<file path="config.mk">
export PLATFORM = sky130hd
export DESIGN_NAME = mc_ctrl
export DESIGN_NICKNAME = d
export VERILOG_FILES = /design/src/rtl/mc_pkg.sv /design/src/rtl/mc_decode.sv /design/src/rtl/mc_ctrl.sv
export SDC_FILE = /design/constraint.sdc
export NUM_CORES = 1
export LEC_CHECK = 0
export CAP_MARGIN = 20
export CORE_MARGIN = 3
export CORE_UTILIZATION = 42
export DETAILED_ROUTE_END_ITERATION = 12
export PLACE_DENSITY = 0.76
export SLEW_MARGIN = 0
export SYNTH_ARGS = -nofsm -noshare
export SYNTH_HDL_FRONTEND = slang
export SYNTH_SLANG_ARGS = --single-unit
</file>
<file path="constraint.sdc">
create_clock -name clk -period 3.45 [get_ports clk]
set_input_delay 1.035 -clock clk [delete_from_list [all_inputs] [get_ports clk]]
set_output_delay 1.035 -clock clk [all_outputs]
set_load 0.02 [all_outputs]
</file>
<file path="src/rtl/mc_pkg.sv">
// rtl/mc_pkg.sv - shared encodings for the multi-cycle controller
package mc_pkg;

  typedef enum logic [3:0] {
    S_FETCH    = 4'd0,
    S_DECODE   = 4'd1,
    S_EXEC_R   = 4'd2,
    S_EXEC_I   = 4'd3,
    S_ALU_WB   = 4'd4,
    S_MEM_ADDR = 4'd5,
    S_MEM_RD   = 4'd6,
    S_MEM_WB   = 4'd7,
    S_MEM_WR   = 4'd8,
    S_BRANCH   = 4'd9,
    S_JUMP     = 4'd10,
    S_JAL      = 4'd11,
    S_JR       = 4'd12
  } state_t;

  typedef enum logic [3:0] {
    C_RTYPE   = 4'd0,
    C_JR      = 4'd1,
    C_ITYPE   = 4'd2,
    C_LW      = 4'd3,
    C_SW      = 4'd4,
    C_BEQ     = 4'd5,
    C_J       = 4'd6,
    C_JAL     = 4'd7,
    C_ILLEGAL = 4'd8
  } iclass_t;

  localparam logic [3:0] ALU_ADD = 4'b0000;
  localparam logic [3:0] ALU_SUB = 4'b0001;
  localparam logic [3:0] ALU_OR  = 4'b0010;
  localparam logic [3:0] ALU_SLT = 4'b0011;
  localparam logic [3:0] ALU_LUI = 4'b0100;

  localparam logic [5:0] OP_RTYPE = 6'b000000;
  localparam logic [5:0] OP_ORI   = 6'b001101;
  localparam logic [5:0] OP_LUI   = 6'b001111;
  localparam logic [5:0] OP_LW    = 6'b100011;
  localparam logic [5:0] OP_SW    = 6'b101011;
  localparam logic [5:0] OP_BEQ   = 6'b000100;
  localparam logic [5:0] OP_J     = 6'b000010;
  localparam logic [5:0] OP_JAL   = 6'b000011;

  localparam logic [5:0] FUNC_ADDU = 6'b100001;
  localparam logic [5:0] FUNC_SUBU = 6'b100011;
  localparam logic [5:0] FUNC_SLT  = 6'b101010;
  localparam logic [5:0] FUNC_JR   = 6'b001000;

  localparam logic [1:0] REG_DST_RT  = 2'd0;
  localparam logic [1:0] REG_DST_RD  = 2'd1;
  localparam logic [1:0] REG_DST_R31 = 2'd2;

  localparam logic [1:0] M2R_ALU = 2'd0;
  localparam logic [1:0] M2R_MEM = 2'd1;
  localparam logic [1:0] M2R_PC  = 2'd2;

  localparam logic [1:0] NPC_SEQ    = 2'd0;
  localparam logic [1:0] NPC_BRANCH = 2'd1;
  localparam logic [1:0] NPC_JUMP   = 2'd2;
  localparam logic [1:0] NPC_JR     = 2'd3;

endpackage

</file>
<file path="src/rtl/mc_decode.sv">
// rtl/mc_decode.sv - op/func classification feeding the controller FSM
module mc_decode
  import mc_pkg::*;
(
  input  logic [5:0] op,
  input  logic [5:0] func,
  output iclass_t    iclass,
  output logic [3:0] alu_op
);

  // Map the instruction fields to a class plus the ALU operation it needs
  always_comb begin
    iclass = C_ILLEGAL;
    alu_op = ALU_ADD;
    case (op)
      OP_RTYPE: begin
        case (func)
          FUNC_ADDU: begin iclass = C_RTYPE; alu_op = ALU_ADD; end
          FUNC_SUBU: begin iclass = C_RTYPE; alu_op = ALU_SUB; end
          FUNC_SLT:  begin iclass = C_RTYPE; alu_op = ALU_SLT; end
          FUNC_JR:   iclass = C_JR;
          default:   iclass = C_ILLEGAL;
        endcase
      end
      OP_ORI:  begin iclass = C_ITYPE; alu_op = ALU_OR;  end
      OP_LUI:  begin iclass = C_ITYPE; alu_op = ALU_LUI; end
      OP_LW:   iclass = C_LW;
      OP_SW:   iclass = C_SW;
      OP_BEQ:  iclass = C_BEQ;
      OP_J:    iclass = C_J;
      OP_JAL:  iclass = C_JAL;
      default: iclass = C_ILLEGAL;
    endcase
  end

endmodule

</file>
<file path="src/rtl/mc_ctrl.sv">
// rtl/mc_ctrl.sv - multi-cycle processor controller FSM
module mc_ctrl
  import mc_pkg::*;
(
  input  logic        clk,
  input  logic        reset,
  input  logic [5:0]  op,
  input  logic [5:0]  func,
  input  logic        zero,
  input  logic        mem_ready,
  output logic        mem_req,
  output logic        ir_wr,
  output logic        pc_wr,
  output logic        reg_wr,
  output logic        mem_wr,
  output logic [1:0]  reg_dst,
  output logic        alu_src,
  output logic [1:0]  mem_to_reg,
  output logic        ext_op,
  output logic [3:0]  alu_ctr,
  output logic [1:0]  npc_sel,
  output logic        illegal,
  output logic [31:0] instr_cnt,
  output logic [3:0]  state
);

  state_t     cur, nxt;
  iclass_t    iclass;
  logic [3:0] alu_op;

  mc_decode u_decode (
    .op     (op),
    .func   (func),
    .iclass (iclass),
    .alu_op (alu_op)
  );

  assign state = cur;

  // State register
  always_ff @(posedge clk or posedge reset) begin
    if (reset) cur <= S_FETCH;
    else       cur <= nxt;
  end

  // Retire counter: any return to FETCH from an execute-phase state
  always_ff @(posedge clk or posedge reset) begin
    if (reset)
      instr_cnt <= 32'd0;
    else if (cur != S_FETCH && cur != S_DECODE && nxt == S_FETCH)
      instr_cnt <= instr_cnt + 32'd1;
  end

  // Next-state and per-state control outputs; reset forces every output low
  always_comb begin
    nxt        = cur;
    mem_req    = 1'b0;
    ir_wr      = 1'b0;
    pc_wr      = 1'b0;
    reg_wr     = 1'b0;
    mem_wr     = 1'b0;
    reg_dst    = REG_DST_RT;
    alu_src    = 1'b0;
    mem_to_reg = M2R_ALU;
    ext_op     = 1'b0;
    alu_ctr    = ALU_ADD;
    npc_sel    = NPC_SEQ;
    illegal    = 1'b0;
    case (cur)
      S_FETCH: begin
        mem_req = 1'b1;
        if (mem_ready) begin
          ir_wr = 1'b1;
          pc_wr = 1'b1;
          nxt   = S_DECODE;
        end
      end
      S_DECODE: begin
        case (iclass)
          C_RTYPE: nxt = S_EXEC_R;
          C_JR:    nxt = S_JR;
          C_ITYPE: nxt = S_EXEC_I;
          C_LW:    nxt = S_MEM_ADDR;
          C_SW:    nxt = S_MEM_ADDR;
          C_BEQ:   nxt = S_BRANCH;
          C_J:     nxt = S_JUMP;
          C_JAL:   nxt = S_JAL;
          default: begin
            illegal = 1'b1;
            nxt     = S_FETCH;
          end
        endcase
      end
      S_EXEC_R: begin
        alu_src = 1'b0;
        alu_ctr = alu_op;
        nxt     = S_ALU_WB;
      end
      S_EXEC_I: begin
        alu_src = 1'b1;
        ext_op  = 1'b0;
        alu_ctr = alu_op;
        nxt     = S_ALU_WB;
      end
      S_ALU_WB: begin
        reg_wr     = 1'b1;
        mem_to_reg = M2R_ALU;
        reg_dst    = (iclass == C_RTYPE) ? REG_DST_RD : REG_DST_RT;
        nxt        = S_FETCH;
      end
      S_MEM_ADDR: begin
        alu_ctr = ALU_ADD;
        alu_src = 1'b1;
        ext_op  = 1'b1;
        nxt     = (iclass == C_SW) ? S_MEM_WR : S_MEM_RD;
      end
      S_MEM_RD: begin
        mem_req = 1'b1;
        if (mem_ready) nxt = S_MEM_WB;
      end
      S_MEM_WR: begin
        mem_req = 1'b1;
        mem_wr  = 1'b1;
        if (mem_ready) nxt = S_FETCH;
      end
      S_MEM_WB: begin
        reg_wr     = 1'b1;
        mem_to_reg = M2R_MEM;
        reg_dst    = REG_DST_RT;
        nxt        = S_FETCH;
      end
      S_BRANCH: begin
        alu_ctr = ALU_SUB;
        alu_src = 1'b0;
        ext_op  = 1'b1;
        npc_sel = NPC_BRANCH;
        pc_wr   = zero;
        nxt     = S_FETCH;
      end
      S_JUMP: begin
        pc_wr   = 1'b1;
        npc_sel = NPC_JUMP;
        nxt     = S_FETCH;
      end
      S_JAL: begin
        pc_wr      = 1'b1;
        npc_sel    = NPC_JUMP;
        reg_wr     = 1'b1;
        reg_dst    = REG_DST_R31;
        mem_to_reg = M2R_PC;
        nxt        = S_FETCH;
      end
      S_JR: begin
        pc_wr   = 1'b1;
        npc_sel = NPC_JR;
        nxt     = S_FETCH;
      end
      default: nxt = S_FETCH;
    endcase
    if (reset) begin
      mem_req    = 1'b0;
      ir_wr      = 1'b0;
      pc_wr      = 1'b0;
      reg_wr     = 1'b0;
      mem_wr     = 1'b0;
      reg_dst    = 2'd0;
      alu_src    = 1'b0;
      mem_to_reg = 2'd0;
      ext_op     = 1'b0;
      alu_ctr    = 4'd0;
      npc_sel    = 2'd0;
      illegal    = 1'b0;
    end
  end

endmodule

</file>
==> results.toml <==
[routing]
via_count = 2285
wirelength_um = 6470
ant_nets = 0
drc = 0
dr.first_iter.drc_count = 171
drtPass1Iterations = 4
wire_per_inst_um = 15.1
vias_per_cell = 5.31

[logic_synthesis]
yosys.area.top_type = "dfrtp_1"
netlist_area_um2 = 2200
synth-compound-area-share_pct = 10.5
synth_warnings = 0
synth_top_area_share_pct = 41.0
synthAdderAreaFrac_pct = 0.570
ys_async_sr_fraction_pct = 100
synthTopCellsByArea = "dfrtp_1, xnor2_1, nand2_1"
netlist_instances = 239
synthSimpleGateAreaFrac_pct = 30.5
synthesis.nets = 256
ys_types = 51
synth_seq_area_share_pct = 41.0
synth_top_family_by_area = "simple AND/OR/NAND/NOR gates"
syn_avg_cell_area_um2 = 9.19
synthMuxAreaShare_pct = 0.513
synth-edff-count = 0
synth_seq_cells = 36
synth_xor_area_share_pct = 13.6
synthFlopType = "dfrtp_1"

[global_route]
grt_pass1_vias = 2224
antenna_found_initial = 0
grt_overflow_total = 0
grtUsageTotal_pct = 20.7
grt_max_degree = 22
grt_first_pass_wirelength_um = 10200

[hold_path]
min_to = "instr_cnt[31]"
hold_start = "instr_cnt[31]"
hp-class = "register to register"
whs_path_depth = 1

[critical_path]
crit_arrival_ns = 2.42
crit_chain = "buf_6 > or2_1 > a211o_1 > a31oi_4 > a21boi_4 > o2111a_1 > buf_6"
slowest_stage = "a211o_1"
cp_top_family = "compound AO/OA/AOI/OAI gates"
end_kind = "output pin"
r2r_slack_ns = 1.17
r2r_cells = 7
cp_common_cell = "buf_6"
timing.rr.end = "instr_cnt[25]"
cp.required_ns = 2.41
cp-start-kind = "input pin"
reg2reg_from = "state[2]"
path_max_fanout = 3
crit_type = "input pin to output pin"
critPathBufInv = 2
cpPeakStageDelay_ns = 0.34

[status]
violations = "setup timing"
outcome = "complete, but fails checks"

[placed_design]
dp_cells = 404
gp_congestion = 0.862
portBuffers = 68
dp_slack_ns = -0.878
hpwlAfterDp_um = 4470

[cts]
clock_path_buffers = 2
cts_buffers = 5
cts.clk_slew.worst_paths_ns = 0.07
cts_root_buf = "clkbuf_8"
clock_sinks = 36
clock_latency_ns = 0.29
cts_tree = "built"
htreeDepth = 2

[die]
ios = 70
die_h_um = 78.3
fp.dieW_um = 78.3
placementRows = 25
dieArea_um2 = 6130
core_area_um2 = 4880
start_util_pct = 45.0

[timing]
max_slew_margin_pct = 61.9
fin_skew_ns = 0.00807
hold_violations = 0
fmax_ghz = 0.289
fin_crit_sh_pct = 100
grt_setup_unrepaired = "true"
setup_ws_ns = -0.00732
slew_viol_final = 0
setup_viol = 1
tightestPinTransition_ns = 0.567
fin_hold_ws_ns = 0.485
min_period_ns = 3.46

[power_and_ir_drop]
vdd_drop_max_uv = 370
leakagePower_uw = 0.00163
power_density_nw_per_um2 = 348

[run]
max_cap_violations = 0

[cells_and_area]
instances_no_fill = 430
antenna_cells = 0
final_cell_mix = "buf_4, clkdlybuf4s50_1, dfrtp_1"
drive_above_1_share_pct = 28.7
final_common_cell = "buf_4"
syn2layout_area_growth_pct = 62.5
layout.nets = 379
final_core_util_pct = 73.1
## worst max path at each step
stage,from,endpoint,slack [ns],depth (start not counted)
floorplan,op[0],reg_dst[0],0.02,6
global placement,op[1],reg_dst[0],-0.81,7
detailed placement,op[1],reg_dst[0],-0.88,7
CTS,func[1],reg_dst[0],-0.04,7
global route,op[5],reg_dst[0],-0.07,7
finish,op[0],reg_dst[0],-0.007,7
## sequential cells by signal, summed over array words and instances (netlist names)
signal and cells:
instr_cnt 32, state 4
## metrics by stage
step / instance area (um2) / setup TNS (ns) / total power [uW]
after CTS: 3480 / -0.0434 / 1230
after global placement: 3220 / -5.36 / 916
after floorplan: 2200 / 0 / 734
after detailed placement: 3220 / -5.69 / 922
after global routing: 3570 / -0.147 / 1300
final: 3570 / -0.00732 / 1240
## layer usage
layer / track usage (%) / share of wire (%) / vias up / wire [um]
met5: 0 / 0 / - / 0
li1: - / - / 1095 / -
met3: 3.67 / 5.0 / 22 / 322
met2: 33.7 / 49 / 74 / 3140
met1: 27.5 / 44 / 1094 / 2820
met4: 7.52 / 2.9 / 0 / 189
## kinds of logic (layout without fill, tap and decap cells)
family	after synthesis	after routing
AND/OR/NAND/NOR	121	121
AO/OA/AOI/OAI	30	30
buffers and inverters	15	139
flip-flops	36	36
XOR/XNOR	34	34
other	1	1
multiplexers	1	1
adder cells (fa/ha/maj)	1	1
## power breakdown
group	switching, uW	total (uW)	internal, uW
combinational	221	433	213
sequential	52.7	505	452
clock	143	302	159
## worst register-to-register path: cells and delay by family (launching register included)
family,cells,cell delay [ns]
AO/OA/AOI/OAI,1,0.25
flip-flops,1,0.57
AND/OR/NAND/NOR,4,1.02
buffers and inverters,1,0.25
XOR/XNOR,1,0.13
## area by class of cell
type / instances / area (um2)
fill: 354 / 1310
sequential: 36 / 901
clock buffer: 6 / 82.6
clock inverter: 2 / 10.0
timing repair buffer: 126 / 1120
tap: 67 / 83.8
inverter: 5 / 22.5
multi-input combinational: 188 / 1350
## what timing repair did
action / CTS / global route
endpoints found under the setup margin: 16 / 10
pin swaps: 7 / 10
buffers inserted: 17 / 1
hold buffers: 0 / 0
resized for setup: 57 / 26
## cell usage after synthesis, types with 2 or more instances
library cell  number
dfrtp_1           36
nor2b_1            8
nor2_1            20
nand2b_1           3
buf_2              3
a21oi_1            6
nand2_1           22
a211o_1            2
or2_2              2
nand4b_1           2
nor3_1            14
nand3_1           14
buf_4              2
o21ai_0            3
o22ai_1            2
inv_1              5
xor2_1             5
a32oi_1            2
nand4_1           11
nor4_1             4
and3_1             7
xnor2_1           29
clkbuf_1           5
a31oi_1            3
and4_1             3
(Power assumes the default switching activity.)
==> RTL change, RTL diff (same flow settings) <==
Put one more register stage on the output `instr_cnt`. The value now appears one clock later. The other outputs are not delayed to match.
--- a/src/rtl/mc_ctrl.sv
+++ b/src/rtl/mc_ctrl.sv
@@ -24,6 +24,8 @@
   output logic [3:0]  state
 );
 
+  logic [31:0] instr_cnt_s0;
+
   state_t     cur, nxt;
   iclass_t    iclass;
   logic [3:0] alu_op;
@@ -46,9 +48,9 @@
   // Retire counter: any return to FETCH from an execute-phase state
   always_ff @(posedge clk or posedge reset) begin
     if (reset)
-      instr_cnt <= 32'd0;
+      instr_cnt_s0 <= 32'd0;
     else if (cur != S_FETCH && cur != S_DECODE && nxt == S_FETCH)
-      instr_cnt <= instr_cnt + 32'd1;
+      instr_cnt_s0 <= instr_cnt_s0 + 32'd1;
   end
 
   // Next-state and per-state control outputs; reset forces every output low
@@ -173,5 +175,9 @@
     end
   end
 
+  always_ff @(posedge clk) begin
+    instr_cnt <= instr_cnt_s0;
+  end
+
 endmodule
 
Formal check against the unedited RTL: not equivalent (Yosys sat finds a counterexample within 4 cycles, from zero or initial values and one cycle with reset high).
==> RTL change against the original RTL <==
  * Core utilization is 9.5 points lower
  * Worst setup slack improved by 67 ps
  * Design area rose by 16%
  * First-iteration DRC count down 55%
  * Final cell count up 9.3%
  * Area after synthesis grew 32%
  * Combinational power shrank 8.5%
  * Total power up 54%
  * Sequential cell count is 32 higher
  * Routed wire length shrank 5.1%
  * Critical endpoint is now alu_ctr[1]
==> RTL change: results (changes against the original RTL) <==
| Metric | Value |
|---|---|
| Hold slack | 412 ps (was 485 ps) |
| Largest net degree at the start of global routing | 37 (was 22) |
| Synth area leaders | dfrtp_1 31%, dfxtp_1 22%, xnor2_1 11% (was dfrtp_1 41%, xnor2_1 12%, nand2_1 3.8%) |
| VDD IR max | 188 µV (was 370 µV) |
| DP Worst Slack | -828 ps (was -878 ps) |
| R2R setup slack | 1290 ps (was 1170 ps) |
| Total track usage | 16.5% (was 20.7%) |
| HPWL after DPL | 4480 µm (was 4470 µm) |
| Placed cells | 447 (was 404) |
| Sequential area share after synthesis | 53.2% (was 41.0%) |
| Synth Area per Inst | 10.2 µm² (was 9.19 µm²) |
| 1st-iter DRT viols | 77 (was 171) |
| Mux share of post-synthesis cell area | 1.08% (was 0.513%) |
| Slowest CP cell | or4_4 (was a211o_1) |
| Synth Area in Compound Gates | 8.59% (was 10.5%) |
| Gpl congestion | 0.828 (was 0.862) |
| Worst R2R End | instr_cnt_s0[1] (was instr_cnt[25]) |
| Number of cells on the worst hold path | 0 (was 1) |
| Min-delay src | instr_cnt_s0[1] (was instr_cnt[31]) |
| Global-route wire length before repair | 10000 µm (was 10200 µm) |
| WL/cell | 13.1 µm (was 15.1 µm) |
| Commonest cells post-synth | 36 x dfrtp_1, 35 x xnor2_1, 32 x dfxtp_1 (was 36 x dfrtp_1, 29 x xnor2_1, 22 x nand2_1) |
| Syn_nets | 300 (was 256) |
| Post-synth ARST share | 52.9% (was 100%) |
| Number of H-tree levels | 3 (was 2) |
| Num CTS Buffers | 9 (was 5) |
| Worst rel slew slack | 54.3% (was 61.9%) |
| Status | complete, no violations (was complete, but fails checks) |
| Via count | 2452 (was 2285) |
| Post-DP Area | 0.00386 mm² (was 0.00322 mm²) |
| Layout cells sized above 1 | 22.6% (was 28.7%) |
| Vias in the first global route | 2247 (was 2224) |
-- RTL change: cell type report --
type / count / area, µm²
fillers: 575 / 2380
flip-flops and latches: 68 / 1540
multi-input cells: 198 / 1350
repair buffers: 108 / 953
clock buffers: 12 / 145
well taps: 77 / 96.3
clock inverters: 4 / 48.8
inverters: 3 / 15.0
-- RTL change: where the power goes --
part | total (W) | internal, W | switching [W]
clock | 0.000623 | 0.000353 | 0.000270
combinational | 0.000396 | 0.000185 | 0.000211
sequential | 0.000888 | 0.000839 | 0.0000496
total | 0.00191 | 0.00138 | 0.000531
-- RTL change: logic make-up after synthesis --
kind of cell | after synthesis
flops | 68
fa+ha+maj | 1
buf+inv | 17
simple gates | 121
compound gates | 36
mux | 3
xor+xnor | 36
other cells | 1
-- RTL change: how the worst max path moves through the flow --
stage	startpoint	endpoint	slack, ps
2_1_floorplan	op[3]	alu_ctr[1]	-4
3_3_place_gp	op[1]	alu_ctr[1]	-780
3_5_place_dp	op[1]	alu_ctr[1]	-830
4_1_cts	op[4]	illegal	2
5_1_grt	func[5]	alu_ctr[1]	2
6_report	func[1]	alu_ctr[1]	60
-- RTL change: worst register-to-register path: stages, from the launching register on --
cell,delay [ps]
dfrtp_1,650
buf_4,260
or3_1,130
a21oi_2,70
nor2_2,550
mux2_2,410
-- RTL change: what timing repair did --
item	in CTS	in global routing
cloned	0	0
setup endpoints to repair	16	7
setup buffers	6	1
pin swaps	13	8
resized for setup	68	17
-- RTL change: per-layer routing --
layer,vias up,GRT usage (%),routed length [µm]
met1,1160,20.5,2720
met3,11,4.24,342
met4,0,8.53,125
li1,1210,-,-
met2,71,26.4,2960
met5,-,0,0
